===== config.mk =====
export PLATFORM = sky130hd
export DESIGN_NAME = key_event_decoder
export DESIGN_NICKNAME = d
export VERILOG_FILES = /design/src/rtl/key_event_decoder.sv
export SDC_FILE = /design/constraint.sdc
export NUM_CORES = 1
export LEC_CHECK = 0
export ABC_AREA = 1
export CAP_MARGIN = 20
export CORE_UTILIZATION = 25
export CTS_CLUSTER_SIZE = 14
export DETAILED_ROUTE_END_ITERATION = 12
export PLACE_DENSITY_LB_ADDON = 0.25
export SLEW_MARGIN = 40
export SYNTH_ARGS = -nofsm -noshare
export SYNTH_HDL_FRONTEND = slang
export SYNTH_SLANG_ARGS = --single-unit

===== constraint.sdc =====
create_clock -name Clk -period 5 [get_ports Clk]
set_input_delay 0.75 -clock Clk [delete_from_list [all_inputs] [get_ports Clk]]
set_output_delay 0.75 -clock Clk [all_outputs]
set_load 0.05 [all_outputs]

===== src/rtl/key_event_decoder.sv =====
// Key event decoder: turns debounced key edges into short/long/double-click pulses.
// Optional auto-repeat while held in LONG is enabled by defining KEY_REPEAT_EN.
module key_event_decoder #(
   parameter logic [25:0] LONG_CNT   = 26'd50_000_000,
   parameter logic [25:0] DCLK_CNT   = 26'd15_000_000,
   parameter logic [25:0] REPEAT_CNT = 26'd10_000_000
) (
   input  logic Clk,
   input  logic Rst_n,
   input  logic key_flag,
   input  logic key_state,
   output logic short_press,
   output logic long_press,
   output logic double_click,
   output logic key_repeat,
   output logic busy
);

   localparam logic [4:0] S_IDLE   = 5'b00001;
   localparam logic [4:0] S_PRESS1 = 5'b00010;
   localparam logic [4:0] S_WAIT2  = 5'b00100;
   localparam logic [4:0] S_PRESS2 = 5'b01000;
   localparam logic [4:0] S_LONG   = 5'b10000;

   // A zero threshold would make the cnt == X-1 compare alias the all-ones count.
   if (LONG_CNT == 26'd0 || DCLK_CNT == 26'd0 || REPEAT_CNT == 26'd0) begin : g_bad_threshold
      $error("key_event_decoder: thresholds must be non-zero");
   end

   logic [4:0]  state_q, state_d;
   logic [25:0] cnt_q, cnt_d;
   logic        short_press_q, short_press_d;
   logic        long_press_q, long_press_d;
   logic        double_click_q, double_click_d;
   logic        key_repeat_d;
   logic        busy_q, busy_d;
   logic        cnt_clr;
   logic        press_ev, release_ev;

   assign press_ev   = key_flag & ~key_state;
   assign release_ev = key_flag &  key_state;

   // NOTE: every signal gets a default before the case so no path leaves it unassigned (no latches).
   always_comb begin
      state_d        = state_q;
      short_press_d  = 1'b0;
      long_press_d   = 1'b0;
      double_click_d = 1'b0;
      key_repeat_d   = 1'b0;
      cnt_clr        = 1'b0;
      case (state_q)
         S_IDLE: begin
            if (press_ev) state_d = S_PRESS1;
         end
         S_PRESS1: begin
            if (release_ev) begin
               state_d = S_WAIT2;
            end else if (cnt_q == LONG_CNT - 26'd1) begin
               state_d      = S_LONG;
               long_press_d = 1'b1;
            end
         end
         S_WAIT2: begin
            if (press_ev) begin
               state_d = S_PRESS2;
            end else if (cnt_q == DCLK_CNT - 26'd1) begin
               state_d       = S_IDLE;
               short_press_d = 1'b1;
            end
         end
         S_PRESS2: begin
            if (release_ev) begin
               state_d        = S_IDLE;
               double_click_d = 1'b1;
            end
         end
         S_LONG: begin
            if (release_ev) begin
               state_d = S_IDLE;
`ifdef KEY_REPEAT_EN
            end else if (cnt_q == REPEAT_CNT - 26'd1) begin
               key_repeat_d = 1'b1;
               cnt_clr      = 1'b1;
`endif
            end
         end
         default: state_d = S_IDLE;
      endcase
      cnt_d  = (state_d != state_q || cnt_clr) ? 26'd0 : cnt_q + 26'd1;
      busy_d = (state_d != S_IDLE);
   end

   // NOTE: sequential state uses non-blocking assignments only; all flops clear asynchronously.
   always_ff @(posedge Clk or negedge Rst_n) begin
      if (!Rst_n) begin
         state_q        <= S_IDLE;
         cnt_q          <= 26'd0;
         short_press_q  <= 1'b0;
         long_press_q   <= 1'b0;
         double_click_q <= 1'b0;
         busy_q         <= 1'b0;
      end else begin
         state_q        <= state_d;
         cnt_q          <= cnt_d;
         short_press_q  <= short_press_d;
         long_press_q   <= long_press_d;
         double_click_q <= double_click_d;
         busy_q         <= busy_d;
      end
   end

`ifdef KEY_REPEAT_EN
   logic key_repeat_q;

   always_ff @(posedge Clk or negedge Rst_n) begin
      if (!Rst_n) key_repeat_q <= 1'b0;
      else        key_repeat_q <= key_repeat_d;
   end

   assign key_repeat = key_repeat_q;
`else
   assign key_repeat = key_repeat_d;
`endif

   assign short_press  = short_press_q;
   assign long_press   = long_press_q;
   assign double_click = double_click_q;
   assign busy         = busy_q;

endmodule


==> results.ini <==
[drt]
routed_wl_um=4400
drtIter0Drc=56
dr.pass1.iters=4
post_drt_wl_per_cell_um=11.0
via_per_inst=4.28
antenna_left=0
drc=0
vias=1708

[pwr]
p_sw_uw=294
clockPowerShare_pct=29.1
vdd_drop_max_mv=0.238
swShare_pct=37.5
p_comb_share_pct=29.6
p_leak_nw=1.03
p_per_area_nw_per_um2=322
seqPwrFrac_pct=41.3
cell_internal_pwr_uw=490

[place]
place_hpwl_um=3360
numPortBuffers=7
place_ws_ns=2.24
gp_congestion=0.834
placedCellCount=391

[floorplan]
dieArea_um2=9060
core_um2=8300
io_pins=9
die-width_um=95.2
placementRows=33
die_y_um=95.2
initial_core_util_pct=26.2

[synth]
yosys.area_share.simple_pct=39.0
synth-compound-area-share_pct=1.96
synth_xor_area_share_pct=8.47
synth_warnings=0
postSynthAreaPerCell_um2=7.67
synthMuxAreaShare_pct=0
synthAdderAreaFrac_pct=0.576
syn_nets=288
synth.cell_area_um2=2170
syn_inst=283
synth.distinct_cells=28
ys_ff_latch=35
synth_top_family_by_area=simple AND/OR/NAND/NOR gates
seq_area_frac_synth_pct=40.4

[clocking]
post-cts-setup-buffers=0
cts_root_buf=clkbuf_8
ctsResizeCount=0
cts_buffers=5
holdBufCountCts=0
clockBufferDepth=2
cts.sinks=35
cts-htree-levels=2
path_clk_slew_ns=0.08
insertion_delay_ns=0.29
tritoncts=yes

[sta]
report.final.slew_viol_count=0
hold_viol=0
fin_ws_ns=2.56
final.setup.tns_ns=0
finalCritPeriodShare_pct=48.8
rsz0062_at_grt=false
fmax_mhz=410
clock_skew_ns=0.00843
min_period_ns=2.44
slew_headroom_pct=62.8
worstMarginPinSlew_ns=0.557
hold_ws_ns=0.386
setup_viol=0

[worst_setup_path]
path_buf_inv=2
critPathLaunch=key_flag
worst-path-max-fanout=26
worstSetupPathType=input pin to flip-flop
start_kind=input pin
cpMaxStageDelayCell=nand4_4
slowest_delay_ns=0.48
worstPathRequired_ns=5.20
cp-end-kind=flip-flop
timing.rr.start=cnt_q[0]
arrival_ns=2.64
crit_family=simple AND/OR/NAND/NOR gates
crit_chain=clkdlybuf4s50_1 > nand2_1 > inv_1 > nor2_1 > nand2_1 > a21oi_1 > nand4_4 > nor2_1

[run]
cap_violations=0

[status]
outcome=finished clean

[global_routing]
grt_max_degree=36
grt_overflow=0
grt_usage_pct=11.4
grt_pass1_wl_um=8020
first_global_vias=1707
antenna_found_initial=0

[final_layout]
nNetsFinal=298
stdcell_count=399
antennaDiodeCount=0
area_delta_synth_final_pct=12.2
utilization_pct=29.3
final_layout_size_suffix_gt1_share_pct=16.3
fill_cells=899

[min_path]
hp-class=input pin to asynchronous set/reset pin

[path summary, 6_finish.rpt]
kind / endpoint / slack [ns] / cells past startpoint
setup reg to reg: cnt_q[4] / 2.77 / 11
max in group asynchronous: state_q[0] / 4.25 / 1
setup / recovery: cnt_q[4] / 2.56 / 8
hold / removal: double_click / 0.39 / 1
hold reg to reg: cnt_q[0] / 0.46 / 1
min in group Clk: cnt_q[0] / 0.46 / 1
[registers in the layout (all words and copies together) (netlist names)]
signal / count
short_press: 1
cnt_q: 26
busy: 1
double_click: 1
long_press: 1
state_q: 5
[cells in the mapped netlist (all sizes together)]
cell type,instances,area share [%]
nor2,62,14
nand2,57,10
inv,45,7.8
dfrtp,34,39
xor2,17,6.9
nand3,16,4.4
nor3,14,4.3
nand4,12,4.2
o21ai,6,1.4
nor4,5,1.4
buf,4,1.6
xnor2,4,1.6
a21boi,1,0.35
a21oi,1,0.23
conb,1,0.17
dfstp,1,1.2
ha,1,0.58
nand3b,1,0.35
or2,1,0.29
[cell families after synthesis]
logic type / Yosys count
buffers and inverters: 49
AND/OR/NAND/NOR: 168
flip-flops: 35
XOR/XNOR: 21
other: 1
AO/OA/AOI/OAI: 8
adder cells (fa/ha/maj): 1
[routing by layer]
metal | GRT usage [%] | part of all wire, % | routed length, um | vias to the layer above
met5 | 0 | 0 | 0 | -
met4 | 3.91 | 1.2 | 53 | 0
met3 | 2.23 | 2.6 | 113 | 5
met2 | 17.4 | 44 | 1950 | 22
met1 | 15.9 | 52 | 2280 | 778
li1 | - | - | - | 903
[cell type report]
type	instances	area, um2	area share, %
Sequential cell	35	877	36.0
Clock buffer	8	100	4.11
Multi-Input combinational cell	199	1090	44.8
Timing Repair Buffer	7	67.6	2.77
Inverter	45	169	6.94
Tap cell	105	131	5.40
[metrics by stage]
| step | total power [mW] | instance area, um2 |
|---|---|---|
| after floorplan | 0.541 | 2170 |
| after global placement | 0.567 | 2330 |
| final | 0.784 | 2430 |
| after detailed placement | 0.569 | 2330 |
| after global routing | 0.842 | 2430 |
| after CTS | 0.801 | 2430 |
[power by group through the flow]
| stage | Clock, mW | Combinational [mW] | Sequential [mW] |
|---|---|---|---|
| floorplan | 0 | 0.202 | 0.340 |
| global placement | 0 | 0.237 | 0.330 |
| detailed placement | 0 | 0.239 | 0.330 |
| CTS | 0.238 | 0.240 | 0.324 |
| global route | 0.250 | 0.265 | 0.327 |
| finish | 0.228 | 0.232 | 0.324 |
[cell usage in the layout (no fill, tap or decap), drive strengths merged, types with 4 or more instances in the layout]
master	count
dfrtp	34
o21ai	6
nor2	62
nor4	5
xor2	17
inv	45
clkbuf	8
nor3	14
xnor2	4
nand3	16
clkdlybuf4s50	6
nand2	57
nand4	12
Note: power is estimated with default switching activity, not from simulation.
